$ cat config.mk
export PLATFORM = sky130hd
export DESIGN_NAME = id_ibuf_flat
export DESIGN_NICKNAME = d
export VERILOG_FILES = /design/src/rtl/id_ibuf_if.sv /design/src/rtl/id_ibuf.sv /design/src/flat_wrapper.sv
export SDC_FILE = /design/constraint.sdc
export NUM_CORES = 1
export LEC_CHECK = 0
export CAP_MARGIN = 20
export CORE_UTILIZATION = 45
export DETAILED_ROUTE_END_ITERATION = 16
export PLACE_DENSITY = 0.79
export SYNTH_ARGS = -nofsm -noshare
export SYNTH_HDL_FRONTEND = slang
export SYNTH_SLANG_ARGS = --single-unit
export TNS_END_PERCENT = 30
$ cat constraint.sdc
create_clock -name clk_i -period 3.55 [get_ports clk_i]
set_clock_uncertainty 0.1 [all_clocks]
set_input_delay 0.71 -clock clk_i [delete_from_list [all_inputs] [get_ports clk_i]]
set_output_delay 0.71 -clock clk_i [all_outputs]
set_load 0.02 [all_outputs]
$ cat src/rtl/id_ibuf_if.sv
// id_ibuf_if -- IF->ID instruction buffer bus.
//   Groups the fetch-side push signals, the decode-side head/control signals
//   and the occupancy count of id_ibuf.
//   slave  : the buffer (receives IF entries and ID control, drives head/count)
//   master : the surrounding pipeline (drives IF entries and ID control)
//   DEPTH must match the DEPTH of the id_ibuf it connects to (count width).
interface id_ibuf_if #(
    parameter int DEPTH = 4
);
    localparam int CW = $clog2(DEPTH) + 1;

    logic [31:0]   pc_if_i;
    logic [31:0]   instr_if_i;
    logic          is_compressed_if_i;
    logic          valid_if_i;
    logic          ready_if_o;
    logic          stall_id_i;
    logic          flush_id_i;
    logic [31:0]   pc_id_o;
    logic [31:0]   instr_id_o;
    logic          is_compressed_id_o;
    logic          valid_id_o;
    logic [CW-1:0] count_o;

    modport slave (
        input  pc_if_i, instr_if_i, is_compressed_if_i, valid_if_i,
        input  stall_id_i, flush_id_i,
        output ready_if_o, pc_id_o, instr_id_o, is_compressed_id_o,
        output valid_id_o, count_o
    );

    modport master (
        output pc_if_i, instr_if_i, is_compressed_if_i, valid_if_i,
        output stall_id_i, flush_id_i,
        input  ready_if_o, pc_id_o, instr_id_o, is_compressed_id_o,
        input  valid_id_o, count_o
    );
endinterface

$ cat src/rtl/id_ibuf.sv
// id_ibuf -- instruction buffer between fetch (IF) and decode (ID).
//   Circular FIFO of DEPTH {pc, instr, is_compressed} entries. The head entry
//   is presented combinationally to ID; ID pops it unless stalled or flushing.
//   A full buffer still accepts when the head is popped in the same cycle.
//   Flush empties the buffer and discards any push in that cycle.
// Ports:
//   clk_i  clock (rising edge)
//   rst_i  asynchronous active-high reset
//   bus    id_ibuf_if.slave: pc/instr/is_compressed/valid_if_i, ready_if_o,
//          stall_id_i, flush_id_i, pc/instr/is_compressed/valid_id_o, count_o
// Parameters:
//   DEPTH  entries, power of two 2..16
//   ISA_C  1: keep the compressed flag, 0: flag forced to 0
// Build option:
//   ID_IBUF_BYPASS_EN  when defined, an empty buffer forwards the IF entry to
//                      ID in the same cycle; otherwise push-to-head is 1 cycle.
module id_ibuf #(
    parameter int DEPTH = 4,
    parameter int ISA_C = 0
) (
    input  logic      clk_i,
    input  logic      rst_i,
    id_ibuf_if.slave  bus
);
    localparam int AW = $clog2(DEPTH);
    localparam int CW = $clog2(DEPTH) + 1;
    localparam logic [31:0] NOP = 32'h0000_0013;

    typedef struct packed {
        logic [31:0] pc;
        logic [31:0] instr;
        logic        c;
    } entry_t;

    entry_t        mem_q [DEPTH];
    logic [AW-1:0] wr_q, wr_d;
    logic [AW-1:0] rd_q, rd_d;
    logic [CW-1:0] cnt_q, cnt_d;
    logic [31:0]   last_pc_q, last_pc_d;

    entry_t in_e, head_e;
    logic   empty, byp, valid_id, pop, ready, push, wr_en, rd_adv;

    always_comb begin
        in_e.pc    = bus.pc_if_i;
        in_e.instr = bus.instr_if_i;
        in_e.c     = (ISA_C != 0) ? bus.is_compressed_if_i : 1'b0;
    end

    assign empty = (cnt_q == '0);

`ifdef ID_IBUF_BYPASS_EN
    // Forward the incoming entry straight to ID while the buffer is empty.
    // Gated by rst_i so reset values show immediately even with IF valid.
    assign byp = empty && bus.valid_if_i && !bus.flush_id_i && !rst_i;
`else
    assign byp = 1'b0;
`endif

    assign valid_id = !empty || byp;
    assign pop      = valid_id && !bus.stall_id_i && !bus.flush_id_i;
    assign ready    = bus.flush_id_i || (cnt_q < CW'(DEPTH)) || pop;
    assign push     = bus.valid_if_i && ready && !bus.flush_id_i;
    // A bypassed entry that ID takes immediately never touches storage.
    assign wr_en    = push && !(byp && pop);
    assign rd_adv   = pop && !byp;

    always_comb begin
        head_e = mem_q[rd_q];
        if (empty) begin
            if (byp) begin
                head_e = in_e;
            end else begin
                head_e.pc    = last_pc_q;
                head_e.instr = NOP;
                head_e.c     = 1'b0;
            end
        end
    end

    assign bus.ready_if_o         = ready;
    assign bus.valid_id_o         = valid_id;
    assign bus.pc_id_o            = head_e.pc;
    assign bus.instr_id_o         = head_e.instr;
    assign bus.is_compressed_id_o = head_e.c;
    assign bus.count_o            = cnt_q;

    always_comb begin
        wr_d      = wr_q;
        rd_d      = rd_q;
        cnt_d     = cnt_q;
        last_pc_d = last_pc_q;
        if (bus.flush_id_i) begin
            wr_d  = '0;
            rd_d  = '0;
            cnt_d = '0;
        end else begin
            if (wr_en)
                wr_d = (wr_q == AW'(DEPTH - 1)) ? '0 : wr_q + AW'(1);
            if (rd_adv)
                rd_d = (rd_q == AW'(DEPTH - 1)) ? '0 : rd_q + AW'(1);
            if (pop)
                last_pc_d = head_e.pc;
            case ({wr_en, rd_adv})
                2'b10:   cnt_d = cnt_q + CW'(1);
                2'b01:   cnt_d = cnt_q - CW'(1);
                default: cnt_d = cnt_q;
            endcase
        end
    end

    always_ff @(posedge clk_i or posedge rst_i) begin
        if (rst_i) begin
            wr_q      <= '0;
            rd_q      <= '0;
            cnt_q     <= '0;
            last_pc_q <= '0;
        end else begin
            wr_q      <= wr_d;
            rd_q      <= rd_d;
            cnt_q     <= cnt_d;
            last_pc_q <= last_pc_d;
        end
    end

    // Storage carries no reset; occupancy alone decides what is visible.
    always_ff @(posedge clk_i) begin
        if (wr_en && !bus.flush_id_i)
            mem_q[wr_q] <= in_e;
    end
endmodule
$ cat src/flat_wrapper.sv
// flat-port wrapper written by rule: the top's interface ports become plain ports
module id_ibuf_flat 
#(
    parameter int DEPTH = 4,
    parameter int ISA_C = 0
)
  (clk_i, rst_i, bus_pc_if_i, bus_instr_if_i, bus_is_compressed_if_i, bus_valid_if_i, bus_stall_id_i, bus_flush_id_i, bus_ready_if_o, bus_pc_id_o, bus_instr_id_o, bus_is_compressed_id_o, bus_valid_id_o, bus_count_o);
  id_ibuf_if #(.DEPTH(DEPTH)) bus_i ();
  input  logic clk_i;
  input  logic rst_i;
  input wire logic [$bits(bus_i.pc_if_i)-1:0] bus_pc_if_i;
  input wire logic [$bits(bus_i.instr_if_i)-1:0] bus_instr_if_i;
  input wire logic [$bits(bus_i.is_compressed_if_i)-1:0] bus_is_compressed_if_i;
  input wire logic [$bits(bus_i.valid_if_i)-1:0] bus_valid_if_i;
  input wire logic [$bits(bus_i.stall_id_i)-1:0] bus_stall_id_i;
  input wire logic [$bits(bus_i.flush_id_i)-1:0] bus_flush_id_i;
  output wire logic [$bits(bus_i.ready_if_o)-1:0] bus_ready_if_o;
  output wire logic [$bits(bus_i.pc_id_o)-1:0] bus_pc_id_o;
  output wire logic [$bits(bus_i.instr_id_o)-1:0] bus_instr_id_o;
  output wire logic [$bits(bus_i.is_compressed_id_o)-1:0] bus_is_compressed_id_o;
  output wire logic [$bits(bus_i.valid_id_o)-1:0] bus_valid_id_o;
  output wire logic [$bits(bus_i.count_o)-1:0] bus_count_o;
  assign bus_i.pc_if_i = bus_pc_if_i;
  assign bus_i.instr_if_i = bus_instr_if_i;
  assign bus_i.is_compressed_if_i = bus_is_compressed_if_i;
  assign bus_i.valid_if_i = bus_valid_if_i;
  assign bus_i.stall_id_i = bus_stall_id_i;
  assign bus_i.flush_id_i = bus_flush_id_i;
  assign bus_ready_if_o = bus_i.ready_if_o;
  assign bus_pc_id_o = bus_i.pc_id_o;
  assign bus_instr_id_o = bus_i.instr_id_o;
  assign bus_is_compressed_id_o = bus_i.is_compressed_id_o;
  assign bus_valid_id_o = bus_i.valid_id_o;
  assign bus_count_o = bus_i.count_o;
  id_ibuf #(.DEPTH(DEPTH), .ISA_C(ISA_C)) u_core (.clk_i(clk_i), .rst_i(rst_i), .bus(bus_i));
endmodule
==> results of run 1 <==
-- how the worst max path moves through the flow --
stage                              start            endpoint  depth (start not counted)
after global placement    u_core.rd_q[0]   bus_instr_id_o[8]                          4
after CTS                 u_core.rd_q[0]  bus_instr_id_o[14]                          5
final                     u_core.rd_q[0]   bus_instr_id_o[4]                          5
after floorplan           bus_valid_if_i  u_core.mem_q[0][0]                          3
after global routing      u_core.rd_q[0]  bus_instr_id_o[17]                          5
after detailed placement  u_core.rd_q[0]  bus_instr_id_o[14]                          4
-- state kept, by name (all words and copies together) (netlist names) --
name	flops
u_core.last_pc_q	32
u_core.bus.count_o	3
u_core.wr_q	2
u_core.mem_q	256
u_core.rd_q	2
-- cell families after synthesis --
kind of cell               count (synthesis)  synth area share (%)
other                                      1               0.03198
muxes                                     96                 16.10
xor gates and xnor gates                   2                0.1494
buffers and inverters                     37                 2.251
DFF                                      295                 73.87
adders and majority gates                  5                0.5975
and+or+nand+nor                          153                 6.156
AOI/OAI and AO/OA                         16                0.8429
-- per-stage QoR --
step | area [sq um] | utilization, % | hold WS [ns]
2_1_floorplan | 11730 | - | 0.3804
4_1_cts | 14720 | 57.97 | 0.4096
3_3_place_gp | 13660 | 53.77 | 0.3901
6_report | 14720 | 57.97 | 0.4110
3_5_place_dp | 13660 | 53.77 | 0.3938
5_1_grt | 14720 | 57.97 | 0.4200
-- power by group through the flow --
stage | Combinational (uW) | Sequential, uW | Clock, uW
after floorplan | 1440 | 4250 | 0
after global routing | 2590 | 4250 | 3320
final | 2410 | 4220 | 3130
after detailed placement | 2370 | 4320 | 0
after CTS | 2450 | 4220 | 3210
after global placement | 2340 | 4300 | 0
-- layout by cell type, fill, tap and decap left out, types with 15 or more instances in the layout --
master	count
nand2_1	96
mux2_4	23
mux4_2	64
and2_1	29
clkdlybuf4s50_1	137
dfrtp_1	37
edfxtp_1	256
clkbuf_16	29
buf_4	18
buf_12	15
-- layout make-up --
class | count | area, sq um
fill | 1897 | 10680
timing repair buffer | 171 | 1822
inverter | 4 | 15.01
tap | 330 | 412.9
sequential | 295 | 8671
clock inverter | 11 | 157.7
clock buffer | 42 | 834.6
multi-input combinational | 273 | 2810
-- what timing repair did --
action,4_1_cts,5_1_grt
endpoints found under the setup margin,48,0
buffers inserted,7,0
resized for setup,0,0
hold buffers,0,0
-- layer usage --
layer  vias to the layer above  GRT usage (%)
met5                         -              0
met4                         0          5.692
met3                        48          3.123
met2                       160          31.28
met1                      3048          20.85
li1                       2680              -
==> flow_summary.ini, run 1 <==
[sta]
hold_viol_final = 0
drv_slew = 0
max-slew-margin-rel_pct = 47.43
tightestPinTransition_ns = 0.7873
layout_min_cycle_time_ns = 3.353
setup_ws_ns = 0.1972
tns_ns = 0
finalCritPeriodShare_pct = 94.44
rsz0062_at_grt = no
finalSetupViolations = 0
timing.fmax_mhz = 298.3

[floorplanning]
die_x_um = 163.4
num_rows = 58
coreArea_sq_um = 25400
die_area_sq_um = 26710
start_util_pct = 46.17
die_y_um = 163.4
num_io_pins = 140

[global_route]
grt_pass1_wl_mm = 34.89
antenna_found_initial = 0
grtUsageTotal_pct = 17.33
grt_pass1_vias = 6362
grt_max_degree = 42
grt_overflow_total = 0

[status]
run_status = complete, no violations

[clock_tree]
cts-root-buf = clkbuf_16
cts_max_level = 1
numCtsBuffers = 29
cts.sinks = 295
path_clk_slew_ns = 0.06
clkLatencyLatePin_ns = 0.53
clockBufferDepth = 3
cts_tree = done

[synth]
postSynthNetCount = 680
syn_avg_cell_area_sq_um = 19.38
synth.most_common_cell = edfxtp_1
netlist_instances = 605
synth_top_cell_area_share_pct = 65.55
synthFlopType = edfxtp_1
synth.distinct_cells = 38
synthTopCellsByCount = edfxtp_1, nand2_1, mux4_2
yosysSeqAreaShare_pct = 73.87
yosys-top-cells-area = edfxtp_1, mux4_2, dfrtp_1
yosysTopAreaCell = edfxtp_1
synthArstFlopShare_pct = 13.22
synth_edf_count = 256
ys_ff_latch = 295
yosysWarnings = 0
syn-cell-area_sq_um = 11730

[power]
swShare_pct = 25.94
finalPower_uw = 9759
power.leakage_uw = 0.005067
p_switching_uw = 2531
p_comb_share_pct = 24.7
pwr-share-seq_pct = 43.3
pwr-share-clk_pct = 32.0
p_int_uw = 7228
p_per_area_nw_per_um2 = 662.8
ir_drop_uv = 413.4

[route]
totalWireLength_mm = 22.57
viasPerCell = 5.272
drt_iter0_drc = 332
highest_layer = met4
wl_met3_mm = 1.074
drtPass1Iterations = 4
ant_nets = 0
dr_total_vias = 5936
route.met2.wl_mm = 11.89
met1Wirelength_mm = 9.014
drc = 0
post_drt_wl_per_cell_um = 20.05

[layout]
areaGrowthSynthToFinish_pct = 25.54
num-nets-final = 849
drive_gt1_share_pct = 23.12
diodes = 0
layout.cells.non_filler = 1126

[critical_path]
startpoint_type = flip-flop
slowest_delay_ns = 0.55
cp_cell_sequence = buf_12, buf_4, mux4_2, or2_1, clkdlybuf4s50_1
cp_top_family = buffers and inverters
cp_num_buf_inv = 3
end_kind = primary output
arrival_ns = 2.54
r2r_end = u_core.bus.count_o[1]
r2r_start = u_core.bus.count_o[2]
cp.required_ns = 2.74
r2r_slack_ns = 1.17
worstPathMaxFanout = 8
crit_path_top_delay_cell = clkdlybuf4s50_1
r2r_cells = 7
path_class = flip-flop to primary output

[min_path]
worstHoldPathCells = 1
min_from = u_core.last_pc_q[26]
hold_end = u_core.last_pc_q[26]
hold_path_class = flip-flop to flip-flop

[run]
drv_cap = 0

[place]
dpl_worst_slack_ns = 0.3910
dp_cells = 1066
io_buffers = 137
gp_congestion = 0.7232
post-dp-hpwl_mm = 13.63
Power figures use the tool's default switching activity.
==> run 2: changes to the inputs <==
--- a/config.mk
+++ b/config.mk
@@ -6,9 +6,10 @@
 export NUM_CORES = 1
 export LEC_CHECK = 0
 export CAP_MARGIN = 20
-export CORE_UTILIZATION = 45
+export CORE_UTILIZATION = 40
 export DETAILED_ROUTE_END_ITERATION = 16
-export PLACE_DENSITY = 0.79
+export MAX_ROUTING_LAYER = met4
+export PLACE_DENSITY = 0.72
 export SYNTH_ARGS = -nofsm -noshare
 export SYNTH_HDL_FRONTEND = slang
 export SYNTH_SLANG_ARGS = --single-unit
==> flow_summary.ini, run 2 (same netlist as run 1, synthesis figures left out) <==
[route]
drt_iter0_drc = 315
viasPerCell = 4.997
totalWireLength_mm = 22.69
post_drt_wl_per_cell_um = 19.27
drtPass1Iterations = 4
ant_nets = 0
drc = 0
dr_total_vias = 5882

[clock_tree]
cts_max_level = 1
clockBufferDepth = 3
clkLatencyLatePin_ns = 0.57
cts.sinks = 295
path_clk_slew_ns = 0.06
cts-root-buf = clkbuf_16
cts_hold_buf = 0
numCtsBuffers = 31
cts_tree = done

[critical_path]
cp.required_ns = 2.74
slowest_delay_ns = 0.57
cp_cell_sequence = buf_12, mux4_2, nand2_1, nand2_1, clkdlybuf4s50_1
cp_top_family = buffers and inverters
crit_path_top_delay_cell = clkdlybuf4s50_1
cpMostUsedCell = nand2_1
cp_num_buf_inv = 2
arrival_ns = 2.62
worstPathMaxFanout = 23
startpoint_type = flip-flop
path_class = flip-flop to primary output
end_kind = primary output

[layout]
nFillCells = 2314
areaGrowthSynthToFinish_pct = 25.68
largest_reg_flops = 256
regArea_sq_um = 8671
drive_gt1_share_pct = 22.45
layout_commonest_cell = edfxtp_1
final_cell_mix = edfxtp_1, clkdlybuf4s50_1, nand2_1
regMostFlops = u_core.mem_q
diodes = 0
num-nets-final = 843
multiInputGateArea_sq_um = 2810
layout.cells.non_filler = 1177

[global_route]
grtUsageTotal_pct = 16.00
grt_pass1_vias = 6288
antenna_found_initial = 0
grt_pass1_wl_mm = 35.80
grt_overflow_total = 0
grt_max_degree = 35

[floorplanning]
num_io_pins = 140
die_x_um = 173.2
num_rows = 62
start_util_pct = 40.75
die_y_um = 173.2
coreArea_sq_um = 28780
die_area_sq_um = 30010

[sta]
drv_slew = 0
hold_viol_final = 0
finalCritPeriodShare_pct = 96.74
rsz0062_at_grt = no
timing.fmax_mhz = 291.2
finalSetupViolations = 0
tightestPinTransition_ns = 0.7589
layout_min_cycle_time_ns = 3.434
max-slew-margin-rel_pct = 49.34
tns_ns = 0

[run]
drv_cap = 0

[place]
post-dp-hpwl_mm = 13.73
io_buffers = 137
dp_cells = 1116
gp_congestion = 0.7076

[status]
run_status = complete, no violations

[power]
power.leakage_uw = 0.005030
p_per_area_nw_per_um2 = 671.1
ir_drop_uv = 613.3

[min_path]
hold_path_class = flip-flop to flip-flop
## run 2: changes by cell type in the layout (fill, tap and decap cells not counted), sizes merged
cell,before,now
clkbuf,42,37
inv,4,7
bufinv,4,5
clkinv,5,10
buf,34,26
clkinvlp,2,3
## run 2: worst register-to-register path, cell delays in order (launching register included)
cell and delay [ns]:
dfrtp_1 0.52, a21boi_0 0.53, nor2b_1 0.33, and2_4 0.33, buf_12 0.25
## run 2: report_power, final
group          leakage, uW  switching [uW]  internal [uW]  total [uW]
sequential         0.00280             154           4070        4230
clock             0.000505            1310           1980        3300
combinational      0.00173            1170           1200        2370
## run 2: layout make-up
cell class | count | area share, %
clock buffer | 37 | 5.416
clock inverter | 21 | 1.766
inverter | 4 | 0.1019
multi-input combinational | 273 | 19.07
sequential | 295 | 58.83
tap | 384 | 3.260
timing repair buffer | 163 | 11.56
## run 2: what timing repair did
action | in CTS | in global routing
gates resized for setup | 0 | 0
endpoints found under the setup margin | 52 | 0
setup buffers | 3 | 0
## run 2: final timing paths
path,from,to,slack [ns],depth (start not counted)
hold / removal,u_core.last_pc_q[23],u_core.last_pc_q[23],0.41,1
max in group asynchronous,rst_i,u_core.last_pc_q[21],2.16,3
hold reg to reg,u_core.last_pc_q[23],u_core.last_pc_q[23],0.41,1
min in group asynchronous,rst_i,u_core.last_pc_q[29],0.50,2
setup reg to reg,u_core.bus.count_o[2],u_core.mem_q[2][33],1.16,4
setup / recovery,u_core.rd_q[0],bus_pc_id_o[19],0.12,5
## run 2: layer usage
metal	wire (um)	share of wire (%)	vias up	global-route usage, %
li1	-	-	2672	-
met1	9503	42	3019	19.48
met5	0	0	-	-
met4	432	1.9	0	3.503
met3	1458	6.4	33	3.816
met2	11290	50	158	27.15
## run 2: per-stage QoR
step | utilization (%) | instance area (sq um) | setup slack (ns) | hold WS, ns | total power, uW
after detailed placement | 47.46 | 13660 | 0.4817 | 0.3934 | 6691
after global placement | 47.46 | 13660 | 0.4973 | 0.3896 | 6644
after floorplan | - | 11730 | 0.1987 | 0.3804 | 5691
after CTS | 51.21 | 14740 | 0.05799 | 0.4105 | 10020
final | 51.21 | 14740 | 0.1159 | 0.4085 | 9891
after global routing | 51.21 | 14740 | 0.003299 | 0.4180 | 10320
